--- src/rtl/raizing_cen_pkg.sv ---
// raizing_cen_pkg
// Shared definitions for the multi-channel fractional clock-enable generator:
//   - default channel count and ratio/accumulator width
//   - standard enable ratios (NUM/DEN pairs, relative to a 48 MHz system clock)
//   - channel index names used by the game selector
package raizing_cen_pkg;

  localparam int unsigned DEFAULT_WIDTH = 10;
  localparam int unsigned DEFAULT_NCH   = 5;

  typedef struct packed {
    logic [DEFAULT_WIDTH-1:0] num;
    logic [DEFAULT_WIDTH-1:0] den;
  } cen_ratio_t;

  // Enable rates in MHz from a 48 MHz clock
  localparam cen_ratio_t CEN_6P75   = '{num: 10'd9, den: 10'd64};
  localparam cen_ratio_t CEN_4      = '{num: 10'd1, den: 10'd12};
  localparam cen_ratio_t CEN_3P375  = '{num: 10'd9, den: 10'd128};
  localparam cen_ratio_t CEN_2      = '{num: 10'd1, den: 10'd24};
  localparam cen_ratio_t CEN_1P6875 = '{num: 10'd9, den: 10'd256};
  localparam cen_ratio_t CEN_1      = '{num: 10'd1, den: 10'd48};

  typedef enum logic [2:0] {
    CH_PXL = 3'd0,
    CH_Z80 = 3'd1,
    CH_FM  = 3'd2,
    CH_FM2 = 3'd3,
    CH_PCM = 3'd4
  } cen_chan_e;

endpackage

--- src/rtl/raizing_cen_chan.sv ---
// raizing_cen_chan
// One fractional clock-enable channel: shadow ratio registers, phase
// accumulator, CEN compare and (optionally) the half-period CENB compare.
// Build option: CENGEN_BPHASE_EN enables the CENB logic; otherwise cenb is 0.
// Ports:
//   clk, rst_n  : clock, asynchronous active-low reset
//   num, den    : requested ratio, loaded into the shadows at safe points
//   hold        : freeze accumulator and shadows, suppress pulses
//   sync        : zero the accumulator, suppress pulses this cycle
//   cen, cenb   : registered one-cycle enable pulses
module raizing_cen_chan
  import raizing_cen_pkg::*;
#(
  parameter int unsigned WIDTH = DEFAULT_WIDTH
) (
  input  logic             clk,
  input  logic             rst_n,
  input  logic [WIDTH-1:0] num,
  input  logic [WIDTH-1:0] den,
  input  logic             hold,
  input  logic             sync,
  output logic             cen,
  output logic             cenb
);

  logic [WIDTH-1:0] snum;
  logic [WIDTH-1:0] sden;
  logic [WIDTH-1:0] acc;

  logic [WIDTH-1:0] step;
  logic [WIDTH:0]   sum;
  logic [WIDTH:0]   wrap_val;
  logic [WIDTH-1:0] acc_nxt;
  logic             active;
  logic             fire;
  logic             load;
  logic             cenb_hit;

`ifdef CENGEN_BPHASE_EN
  logic [WIDTH-1:0] half;
`endif

  always_comb begin
    // A numerator above the denominator saturates at one pulse per cycle
    step     = (snum > sden) ? sden : snum;
    sum      = {1'b0, acc} + {1'b0, step};
    active   = (sden != '0);
    fire     = active && (sum >= {1'b0, sden});
    wrap_val = sum - {1'b0, sden};
    // Both branches fit in WIDTH bits: no-wrap means sum < sden,
    // wrap leaves a remainder below step
    acc_nxt  = fire ? wrap_val[WIDTH-1:0] : sum[WIDTH-1:0];
    // Shadows only move on a period boundary (or while idle), so a new
    // ratio never distorts the period already in progress
    load     = !hold && (!active || (fire && !sync));
  end

`ifdef CENGEN_BPHASE_EN
  always_comb begin
    half     = sden >> 1;
    cenb_hit = fire ? (wrap_val >= {1'b0, half})
                    : ((acc < half) && (sum >= {1'b0, half}));
    // Above half rate the B phase would collide with CEN
    if ({step, 1'b0} > {1'b0, sden})
      cenb_hit = 1'b0;
  end
`else
  always_comb begin
    cenb_hit = 1'b0;
  end
`endif

  always_ff @(posedge clk or negedge rst_n) begin
    if (!rst_n) begin
      snum <= '0;
      sden <= '0;
      acc  <= '0;
      cen  <= 1'b0;
      cenb <= 1'b0;
    end else begin
      cen  <= 1'b0;
      cenb <= 1'b0;
      if (sync) begin
        acc <= '0;
      end else if (!hold) begin
        if (active) begin
          acc  <= acc_nxt;
          cen  <= fire;
          cenb <= cenb_hit;
        end else begin
          acc <= '0;
        end
      end
      if (load) begin
        snum <= num;
        sden <= den;
      end
    end
  end

endmodule

--- src/rtl/raizing_cen_gen.sv ---
// raizing_cen_gen
// Multi-channel fractional clock-enable generator. Each of NCH channels
// emits CEN at NUM/DEN of CLK with run-time, glitch-free ratio changes.
// Build option: CENGEN_BPHASE_EN enables the half-period CENB pulses;
// without it CENB is tied to 0.
// Ports:
//   CLK      : system clock
//   RESET_N  : asynchronous active-low reset
//   NUM, DEN : per-channel ratio, channel i at [i*WIDTH +: WIDTH]
//   HOLD     : per-channel freeze
//   SYNC     : zero all accumulators (phase realign), overrides HOLD
//   CEN      : per-channel enable pulse
//   CENB     : per-channel pulse half a period after CEN
module raizing_cen_gen
  import raizing_cen_pkg::*;
#(
  parameter int unsigned NCH   = DEFAULT_NCH,
  parameter int unsigned WIDTH = DEFAULT_WIDTH
) (
  input  logic                 CLK,
  input  logic                 RESET_N,
  input  logic [NCH*WIDTH-1:0] NUM,
  input  logic [NCH*WIDTH-1:0] DEN,
  input  logic [NCH-1:0]       HOLD,
  input  logic                 SYNC,
  output logic [NCH-1:0]       CEN,
  output logic [NCH-1:0]       CENB
);

  for (genvar i = 0; i < NCH; i++) begin : g_chan
    raizing_cen_chan #(
      .WIDTH(WIDTH)
    ) u_chan (
      .clk  (CLK),
      .rst_n(RESET_N),
      .num  (NUM[i*WIDTH +: WIDTH]),
      .den  (DEN[i*WIDTH +: WIDTH]),
      .hold (HOLD[i]),
      .sync (SYNC),
      .cen  (CEN[i]),
      .cenb (CENB[i])
    );
  end

endmodule

--- config.mk ---
export PLATFORM = sky130hd
export DESIGN_NAME = raizing_cen_gen
export DESIGN_NICKNAME = d
export VERILOG_FILES = /design/src/rtl/raizing_cen_pkg.sv /design/src/rtl/raizing_cen_chan.sv /design/src/rtl/raizing_cen_gen.sv
export SDC_FILE = /design/constraint.sdc
export NUM_CORES = 1
export LEC_CHECK = 0
export BUFFER_PORTS_ARGS = -buffer_cell sky130_fd_sc_hd__clkbuf_2
export CAP_MARGIN = 25
export CORE_MARGIN = 3
export CORE_UTILIZATION = 40
export DETAILED_ROUTE_END_ITERATION = 7
export GPL_ROUTABILITY_DRIVEN = 0
export PLACE_DENSITY = 0.62
export SYNTH_ARGS = -nofsm -noshare
export SYNTH_HDL_FRONTEND = slang
export SYNTH_SLANG_ARGS = --single-unit
export TNS_END_PERCENT = 100
--- constraint.sdc ---
create_clock -name CLK -period 8.66 [get_ports CLK]
set_input_delay 0.866 -clock CLK [delete_from_list [all_inputs] [get_ports CLK]]
set_output_delay 0.866 -clock CLK [all_outputs]
set_load 0.005 [all_outputs]
### Word-level counts from Yosys, hierarchy flattened

Cells that the tools add are included.

| storage, ports and cells | value |
|---|---|
| memory bits (writable) | 0 |
| register bits | 155 |
| input bits | 108 |
| logic and storage cells | 121 |
| memories | 0 |
| bits in read-only memories | 0 |
| bits in latches | 0 |
| output and inout port bits | 10 |

| operators by class | value |
|---|---|
| eq/ne operators | 5 |
| bitwise logic cells | 0 |
| muxes and demuxes | 40 |
| add/sub/neg operators | 10 |
| div/mod/pow operators | 0 |
| shifts and indexed selects | 0 |
| multiply operators | 0 |
| order comparisons | 10 |
| reductions and logical operators | 36 |

Operators with widths:

| cell | count |
|---|---|
| 10-bit two-way mux | 25 |
| 10-bit by 10-bit adder with 11-bit output | 5 |
| 11-bit by 10-bit >= comparator with 1-bit output | 5 |
| 10-bit greater-than comparator | 5 |
| 10-bit nonzero test | 5 |
| 10-bit subtractor | 5 |
| 1-bit logical AND | 15 |
| 1-bit two-way mux | 15 |
| 1-bit logical NOT | 11 |
| 2-bit by 1-bit != test with 1-bit output, second input constant | 5 |
| 1-bit logical OR | 5 |

### Logic depth before layout (Yosys ltp)

Gate-level depths: netlist of run 1.

| logic depth | value |
|---|---|
| depth in word-level cells | 9 |
| gate-level depth with buffers | 27 |
| mapped depth without buffers | 24 |

### By module

Synthesis of run 1 repeated with hierarchy kept, for this count alone.

| unflattened totals | value |
|---|---|
| cells, all modules | 1,307 |
| area, all modules | 12,834.8 um^2 |

Modules (own cells, without submodules):

| module | times used | cells each | area each (um^2) | sequential area each (um^2) |
|---|---|---|---|---|
| raizing_cen_chan (g_chan[2].u_chan ...) | 2 | 261 | 2,576.2 | 775.7 |
| raizing_cen_chan (g_chan[4].u_chan) | 1 | 262 | 2,563.7 | 775.7 |
| raizing_cen_chan (g_chan[0].u_chan) | 1 | 262 | 2,561.2 | 775.7 |
| raizing_cen_chan (g_chan[1].u_chan) | 1 | 261 | 2,557.5 | 775.7 |

### Worst setup path before layout of run 1

No wires, ideal clock.

| timing path | value |
|---|---|
| kind | reg-to-reg |
| start point | reg g_chan[4].u_chan.sden[1] |
| end point | reg g_chan[4].u_chan.snum[0] |
| slack | 2.689 ns |
| library setup time | 0.125 ns |
| buffers on the path | 1 |
| clock period less this slack | 5.971 ns |
| required time | 8.535 ns |
| arrival | 5.846 ns |
| stages on the path, launching flop included | 26 |
| cells stage by stage | dfrtp_1 inv_1 ha_1 nor2b_1 o21a_1 o21a_1 o21a_1 o21a_1 o21ai_1 mux2_2 ha_1 fa_1 and3_1 o31ai_1 nand2b_1 a21oi_1 xnor2_1 ha_1 a21o_1 a21oi_1 o31ai_1 o311ai_1 a21oi_1 o21bai_1 buf_2 mux2_2 |

| on the way | value |
|---|---|
| longest elaborated chain between the ends | 8 |
| elaborated cells between the ends (all ways) | 10 |
| those cells by class | add/sub (1); order compare (2); mux (1); reduce/logical (6) |

Ends and longest elaborated chain:

| item | RTL line | text |
|---|---|---|
| start: declaration | raizing_cen_chan.sv:27 | `logic [WIDTH-1:0] sden;` |
| start signal: assignment | raizing_cen_chan.sv:96 | `sden <= den;` |
| 10-bit greater-than comparator | raizing_cen_chan.sv:45 | `step = (snum > sden) ? sden : snum;` |
| 10-bit two-way mux | raizing_cen_chan.sv:45 |  |
| 10-bit by 10-bit adder with 11-bit output | raizing_cen_chan.sv:46 | `sum = {1'b0, acc} + {1'b0, step};` |
| 11-bit by 10-bit >= comparator with 1-bit output | raizing_cen_chan.sv:48 | `fire = active && (sum >= {1'b0, sden});` |
| 1-bit logical AND | raizing_cen_chan.sv:48 |  |
| 1-bit logical AND | raizing_cen_chan.sv:55 | `load = !hold && (!active \|\| (fire && !sync));` |
| 1-bit logical OR * | raizing_cen_chan.sv:55 |  |
| 1-bit logical AND * | raizing_cen_chan.sv:55 |  |
| end signal: assignment | raizing_cen_chan.sv:95 | `snum <= num;` |
| end: declaration | raizing_cen_chan.sv:26 | `logic [WIDTH-1:0] snum;` |

Every way passes the cells marked *; elsewhere a longest branch is shown, timed or not.
A chain may end at the register's enable or synchronous reset.

### Worst setup path in the final report of run 1

| timing path | value |
|---|---|
| start point | reg g_chan[4].u_chan.sden[1] |
| end point | reg g_chan[4].u_chan.snum[7] |

The elaborated chain is that of the path after synthesis.

==> run metrics, run 1 <==
outcome=finished, final reports clean; clock-pin slew on the worst setup and hold paths=70 ps; vias in the first global route=10,824; Die W=186.1 µm; Synth area leaders=dfrtp_1 (30%), ha_1 (15%), mux2_2 (7.0%); DR pass1 iterations=5; crit-path leading delay family=compound AO/OA/AOI/OAI gates; clock buffer count from CTS=17; Critical Path Max Stage Delay=750 ps; top_reg_cell synth=dfrtp_1; post-synthesis mux area share=9.648%; post-CTS sizing=0; diode count=0; first-pass GRT wire length=55,770 µm; GRT Util Overall=20.11%; via/cell ratio=5.535; Final min period=6883 ps; CP Max Fanout=20; FILL cells=3,064; Achievable Freq=145.3 MHz; H-tree depth=4; IO Port Bufs=112; Area Overhead vs Synth=12.36%; Die ar.=34,650 µm²; DIE HEIGHT=186.1 µm; Top cell by count, worst path=o21a_1; CP Capture Type=flop; largest family of logic cells by synthesized area=compound AO/OA/AOI/OAI gates; Clock Tree Root=clkbuf_16; Worst-Margin Slew=1021 ps; top-area cell type share of the netlist area=29.88%; synthesis-stage register bit count=155; post-synthesis adder-cell area fraction=16.48%; Clock Skews=16.87 ps; share of layout cells above drive strength 1=18.52%; Min-Delay Path Class=input pin to async pin; DRC Markers=0; Syn. warnings=0; clock tree buffer depth=2; post-CTS setup buffer count=0; Worst Path Buf+Inv=2; Initial DRC Count=608; DP HPWL=26,560 µm; Core Rows=65; Max Cap Viol=0; Post-Route WL=34,280 µm; area share of xor/xnor cells in the synthesized design=4.183%; setup TNS=0 ps; GR Overflow Total=0; CTS tree=built; Worst Path Class, Setup=flop to flop; # clock sinks=155; largest net degree at the start of global routing=89; via count=10,865; Worst Path Arrival=7210 ps; initial core utilization=40.82%; CP required=8990 ps; critical path's slowest cell=o21ai_1; Synth Area in Simple Gates=13.22%; Unique masters post-synth=71; CTS Hold Buffers Added=0; cell accounting for the most synthesized area=dfrtp_1; core region area=31,800 µm²; fin. max-slew vios=0; Routed Antenna Nets=0; Clock Latency Late Sink=450 ps; syn_area_per_cell=9.187 µm²; sequential share of the synthesized area=29.88%; # setup viols final=0; Async S/R FF share, synth=100.0%; Hold Vio Cnt, Final=0; Cell Area, Synth=12,980 µm²; initial antenna violation count=2; Compound-Gate Fraction of Synth Area=21.35%; post-synthesis cell count=1,413; Tcrit/Tclk final=79.48%; RSZ-0062 raised after global routing=no; nets@finish=1,788; startpoint types=flop; Slew headroom=31.93%; IO Pins=118; DR WL/cell=17.46 µm; EDFF count, synth=0; list of most frequent post-synthesis cells=dfrtp_1 (155), ha_1 (155), o21ai_0 (123)
layer usage:
metal	global-route usage [%]	vias to the layer above	part of all wire (%)
met5	0	-	0.079
met4	5.451	4	1.6
met3	3.228	40	3.7
met2	33.29	222	46
met1	27.47	5205	48
li1	-	5394	-
final timing paths:
kind	endpoint	from	depth (start not counted)	slack, ps
worst max-delay path	g_chan[4].u_chan.snum[7]	g_chan[4].u_chan.sden[1]	25	1780
worst min-delay path	g_chan[3].u_chan.acc[6]	RESET_N	1	490
worst max register to register	g_chan[4].u_chan.snum[7]	g_chan[4].u_chan.sden[1]	25	1780
worst min register to register	g_chan[4].u_chan.acc[6]	g_chan[4].u_chan.acc[6]	2	490
max in group asynchronous	g_chan[0].u_chan.acc[2]	RESET_N	2	6760
min in group CLK	g_chan[4].u_chan.acc[6]	g_chan[4].u_chan.acc[6]	2	490
through the flow:
stage          util (%)  instance area [µm²]  instances  worst slack [ps]  hold slack, ps
2_1_floorplan         -                13000       1417              2689           455.1
3_3_place_gp      43.88                13950       1925              2028           474.0
3_5_place_dp      43.92                13970       1927              1957           480.4
4_1_cts           45.73                14540       1959              1868           494.7
5_1_grt           45.87                14590       1963              1368           505.9
6_report          45.87                14590       1963              1777           487.9
state kept, by name, summed over array words and instances (netlist names):
register,cells
g_chan.u_chan.snum,50
g_chan.u_chan.acc,50
g_chan.u_chan.cen,5
g_chan.u_chan.sden,50
kinds of logic (layout without fill, tap and decap cells):
logic type               Yosys count  in the layout
AO/OA/AOI/OAI                    406            406
multiplexers                     115            115
AND/OR/NAND/NOR                  344            344
other                              1              5
flip-flops                       155            155
adder cells (fa/ha/maj)          165            165
XOR/XNOR                          62             62
buffers and inverters            165            276
cell type report:
| type | instances | area [µm²] | area share, % |
|---|---|---|---|
| well taps | 435 | 544.3 | 3.732 |
| clock inverters | 13 | 121.4 | 0.8321 |
| clock buffers | 19 | 452.9 | 3.105 |
| repair buffers | 128 | 699.4 | 4.795 |
| multi-input cells | 1097 | 8453 | 57.96 |
| flip-flops and latches | 155 | 3879 | 26.59 |
| inverters | 116 | 435.4 | 2.985 |
cell usage in the layout, fill, tap and decap left out, types with 5 or more instances in the layout:
cell type and instances:
a211o_1 6, a211oi_1 8, a21bo_2 30, a21boi_0 6, a21o_1 16, a21oi_1 50
a22o_1 10, a31oi_1 6, and3_1 9, buf_4 13, clkbuf_16 17, clkbuf_2 111
conb_1 5, dfrtp_1 155, fa_1 10, ha_1 155, inv_1 116, inv_6 5
mux2_2 81, mux2i_1 34, nand2_1 91, nand2b_1 20, nand3_1 29, nand4_1 25
nor2_1 60, nor2b_1 25, nor3_1 39, nor4_1 13, o211ai_1 30, o21a_1 27
o21ai_0 123, o21ai_1 5, o22ai_1 6, o31a_1 8, o31ai_1 25, or3_1 10
or4_1 5, xnor2_1 40, xor2_1 22
Power of run 1 is not shown: default switching activity piles up to over one toggle a cycle in this logic, so the estimate is an artifact.
==> run 2: changes to the inputs <==
- clock period: 8.66 -> 6.81 ns (I/O delays scaled with it)
==> run 2 against run 1 <==
Net effect:
- die area did not move
- clock skew about the same
- critical path depth is the same
- sequential share of layout area is 0.087 points lower
- register-to-register slack got worse by 1200 ps
- count of clock-buffer cells in the layout is 1 higher
- via count fell by 0.17%
- cell count grew 0.31%
- fmax rose by 10%
- routed wire length is 1.2% lower
- non-clock buffer count increased by 5
- critical endpoint is now g_chan[2].u_chan.snum[9]
==> run metrics, run 2 (same netlist as run 1, synthesis figures left out) <==
outcome=finished, final reports clean; Largest regs=g_chan.u_chan.acc: 50 flops, g_chan.u_chan.sden: 50 flops, g_chan.u_chan.snum: 50 flops; CP Max Fanout=19; nets@finish=1,793; H-tree depth=4; Max Cap Viol=0; initial core utilization=40.82%; Die ar.=34,650 µm²; Core Rows=65; DIE HEIGHT=186.1 µm; Tcrit/Tclk final=91.84%; initial antenna violation count=5; GR Overflow Total=0; clock tree buffer depth=2; Slew headroom=37.58%; WHS=221.3 ps; Clock Tree Root=clkbuf_16; IO Port Bufs=112; share of layout cells above drive strength 1=18.72%; startpoint types=flop; CTS Hold Buffers Added=0; setup TNS=0 ps; Setup WS post-layout=555.5 ps; Critical Path Max Stage Delay=630 ps; Worst Path Arrival=6590 ps; most frequent cells in the layout=ha_1 (155), dfrtp_1 (155), o21ai_0 (123); DR pass1 iterations=5; Min-Delay Path Class=input pin to async pin; reg2reg start=g_chan[2].u_chan.sden[1]; fin. max-slew vios=0; Register-to-Register Setup Slack=560 ps; DR WL/cell=17.20 µm; Setup WS pre-CTS=612.5 ps; first-pass GRT wire length=55,030 µm; DP HPWL=26,490 µm; CTS tree=built; # clock sinks=155; core region area=31,800 µm²; Initial DRC Count=686; clock buffer count from CTS=17; Post-Route WL=33,870 µm; Routed Antenna Nets=0; RSZ-0062 raised after global routing=no; IO Pins=118; CP Capture Type=flop; DRC Markers=0; Achievable Freq=159.9 MHz; largest net degree at the start of global routing=69; post-CTS setup buffer count=0; post-CTS sizing=0; # setup viols final=0; Worst Path Class, Setup=flop to flop; Critical Path Source=g_chan[2].u_chan.sden[1]; Die W=186.1 µm; Clock Latency Late Sink=450 ps; Area Overhead vs Synth=12.72%; Worst-Margin Slew=936.3 ps; GRT Util Overall=19.89%; CP required=7140 ps; critical path's slowest cell=or4b_2; clock-pin slew on the worst setup and hold paths=70 ps; via count=10,846; vias in the first global route=10,704; Hold Vio Cnt, Final=0; Final min period=6255 ps; via/cell ratio=5.508; Clock Skews=16.76 ps
[run 2: cell count changes in the layout (fill, tap and decap cells not counted)]
cell,before,now
buf_8,2,1
clkinvlp_4,0,3
clkinv_2,2,0
inv_6,5,4
bufinv_16,0,1
buf_4,13,19
diode_2,0,1
clkbuf_1,0,1
inv_8,3,1
[run 2: critical path, delay by kind of cell (launching register included)]
kind / cells / cell delay (ps)
flip-flops: 1 / 420
AND/OR/NAND/NOR: 4 / 920
buffers and inverters: 3 / 420
AO/OA/AOI/OAI: 13 / 2880
adder cells (fa/ha/maj): 3 / 850
multiplexers: 2 / 630
[run 2: through the flow]
step | area, µm² | util (%) | instances
6_report | 14630 | 46.02 | 1969
5_1_grt | 14630 | 46.02 | 1969
4_1_cts | 14630 | 46.01 | 1968
3_5_place_dp | 14040 | 44.16 | 1936
3_3_place_gp | 14020 | 44.09 | 1934
2_1_floorplan | 13000 | - | 1417
[run 2: routing by layer]
layer,share of wire [%],wire (µm),global-route usage (%),up-vias
met5,0.12,40,0,-
li1,-,-,-,5396
met4,2.2,761,6.553,8
met3,4.0,1342,3.695,52
met2,46,15490,32.37,227
met1,48,16230,26.83,5163
[run 2: area by class of cell]
type / count / area (µm²)
fill: 3047 / 17170
multi-input combinational: 1097 / 8453
sequential: 155 / 3879
timing repair buffer: 133 / 729.5
tap: 435 / 544.3
clock buffer: 20 / 456.7
inverter: 116 / 435.4
clock inverter: 12 / 132.6
antenna: 1 / 2.502
[run 2: worst paths after layout]
kind / endpoint / cells past startpoint
max: g_chan[2].u_chan.snum[9] / 25
min: g_chan[3].u_chan.snum[6] / 1
max reg2reg: g_chan[2].u_chan.snum[9] / 25
min reg2reg: g_chan[4].u_chan.acc[7] / 2
max in group asynchronous: g_chan[2].u_chan.sden[2] / 3
min in group CLK: g_chan[1].u_chan.sden[8] / 2
Power of run 2 is left out for the same reason.
==> run 3: changes to the inputs <==
- CORE_UTILIZATION: 40 -> 35
- PLACE_DENSITY: 0.62 -> 0.57
==> run 3 against run 2 <==
Net effect:
- final area is essentially flat
- utilization fell by 5.4 points
- highest routed layer unchanged
- via count up 1.9%
- count of clock-buffer cells in the layout is 1 higher
- setup slack improved by 52 ps
- global-route usage shrank 1.4 points
- critical endpoint is now g_chan[4].u_chan.snum[6]
- sequential share of layout area about the same
- register-to-register slack improved by 50 ps
- critical path depth did not move
- non-clock buffer count rose by 4
- first-iteration DRC count up 2.9%
- cell count up 1.4%
==> run metrics, run 3 (same netlist as run 1, synthesis figures left out) <==
FILL cells=3,653; startpoint types=flop; CP Capture Type=flop; IO Pins=118; via/cell ratio=5.532; Top cell by count, worst path=o21a_1; most frequent cells in the layout=ha_1 (155), dfrtp_1 (155), o21ai_0 (123); GRT Util Overall=18.45%; DIE HEIGHT=198.6 µm; critical path's slowest cell=o311ai_2; Core Rows=69; Clock Tree Root=clkbuf_16; RSZ-0062 raised after global routing=no; Routed Antenna Nets=0; core region area=36,090 µm²; vias in the first global route=10,831; DR pass1 iterations=5; Tcrit/Tclk final=91.09%; Design Area, Final=14,640 µm²; final design utilization=40.58%; Max Cap Viol=0; Die W=198.6 µm; fin. max-slew vios=0; Reg area=3879 µm²; FF-to-FF End=g_chan[4].u_chan.snum[6]; setup TNS=0 ps; initial core utilization=35.97%; share of layout cells above drive strength 1=18.88%; Critical Path Max Stage Delay=410 ps; clock buffer count from CTS=17; Largest regs=g_chan.u_chan.acc: 50 flops, g_chan.u_chan.sden: 50 flops, g_chan.u_chan.snum: 50 flops; Placed Area=14,090 µm²; CP required=7130 ps; reg2reg path depth=25; nets@finish=1,797; Hold Vio Cnt, Final=0; CP Max Fanout=20; reg2reg start=g_chan[4].u_chan.sden[1]; DR WL/cell=17.99 µm; CTS tree=built; GR Overflow Total=0; initial antenna violation count=3; Clock Latency Late Sink=440 ps; Die ar.=39,440 µm²; area of the multi-input gates=8461 µm²; outcome=finished, final reports clean; Worst-Margin Slew=956.9 ps; diode count=0; Worst Path Class, Setup=flop to flop; via count=11,047; Post-Route WL=35,930 µm; Area Overhead vs Synth=12.81%; first-pass GRT wire length=58,190 µm; clock-pin slew on the worst setup and hold paths=70 ps; DP HPWL=28,040 µm; Worst Path Arrival=6530 ps; post-CTS setup buffer count=0; Slew headroom=36.08%; Clock Skews=13.06 ps; Register-to-Register Setup Slack=610 ps; Min-Delay Path Class=input pin to async pin; crit-path leading delay family=compound AO/OA/AOI/OAI gates; clock tree buffer depth=2; IO Port Bufs=112; largest net degree at the start of global routing=68; Initial DRC Count=706; H-tree depth=4; # clock sinks=155; DRC Markers=0; Worst Path Buf+Inv=2; Achievable Freq=161.2 MHz; # setup viols final=0; Final min period=6203 ps
[run 3: per-stage QoR]
step	hold WS, ps	cells	worst slack (ps)
after detailed placement	481.6	1965	286.6
after global placement	472.0	1965	493.0
after global routing	291.7	1997	143.2
final	244.2	1997	607.1
after floorplan	385.4	1417	839.2
after CTS	254.0	1996	249.1
[run 3: what timing repair did]
action / 4_1_cts / 5_1_grt
gates resized for setup: 0 / 1
setup endpoints to repair: 0 / 10
hold buffers: 0 / 0
hold endpoints to repair: 0 / 0
[run 3: worst reg2reg max path, cell delays in order, from the launching register on]
cell and delay [ps]:
dfrtp_1 400, inv_1 100, ha_1 310, nor2b_1 130
o21a_1 160, o21a_1 160, o21a_1 160, o21a_1 170
o21ai_1 380, mux2_2 390, ha_1 210, fa_1 400
and3_1 200, o31ai_1 340, nand2b_1 90, a21oi_1 190
xnor2_1 160, ha_1 320, a21o_1 190, a21oi_1 180
o31ai_1 130, o311ai_2 410, a21oi_1 120, o21bai_1 140
buf_4 270, mux2_2 370
[run 3: area by class of cell]
type | count | share of cell area (%)
Sequential cell | 155 | 26.49
Timing Repair Buffer | 137 | 5.203
Clock buffer | 21 | 3.144
Multi-Input combinational cell | 1097 | 57.78
Inverter | 116 | 2.973
Clock inverter | 10 | 0.4785
Tap cell | 461 | 3.939
[run 3: worst max-delay path by stage]
| stage | start | to | slack, ps | cells past startpoint |
|---|---|---|---|---|
| after CTS | g_chan[2].u_chan.sden[1] | g_chan[2].u_chan.snum[0] | 250 | 25 |
| after global placement | g_chan[2].u_chan.sden[1] | g_chan[2].u_chan.snum[6] | 490 | 25 |
| after floorplan | g_chan[4].u_chan.sden[1] | g_chan[4].u_chan.snum[0] | 840 | 25 |
| after global routing | g_chan[4].u_chan.sden[1] | g_chan[4].u_chan.snum[9] | 140 | 25 |
| final | g_chan[4].u_chan.sden[1] | g_chan[4].u_chan.snum[6] | 610 | 25 |
| after detailed placement | g_chan[2].u_chan.sden[1] | g_chan[2].u_chan.snum[5] | 290 | 25 |
[run 3: layer usage]
layer  share of wire [%]  track usage [%]
met1                  48            25.99
met2                  47            29.73
met3                 4.2            2.964
met4                 1.3            4.503
met5                0.13                0
Power of run 3 is left out for the same reason.
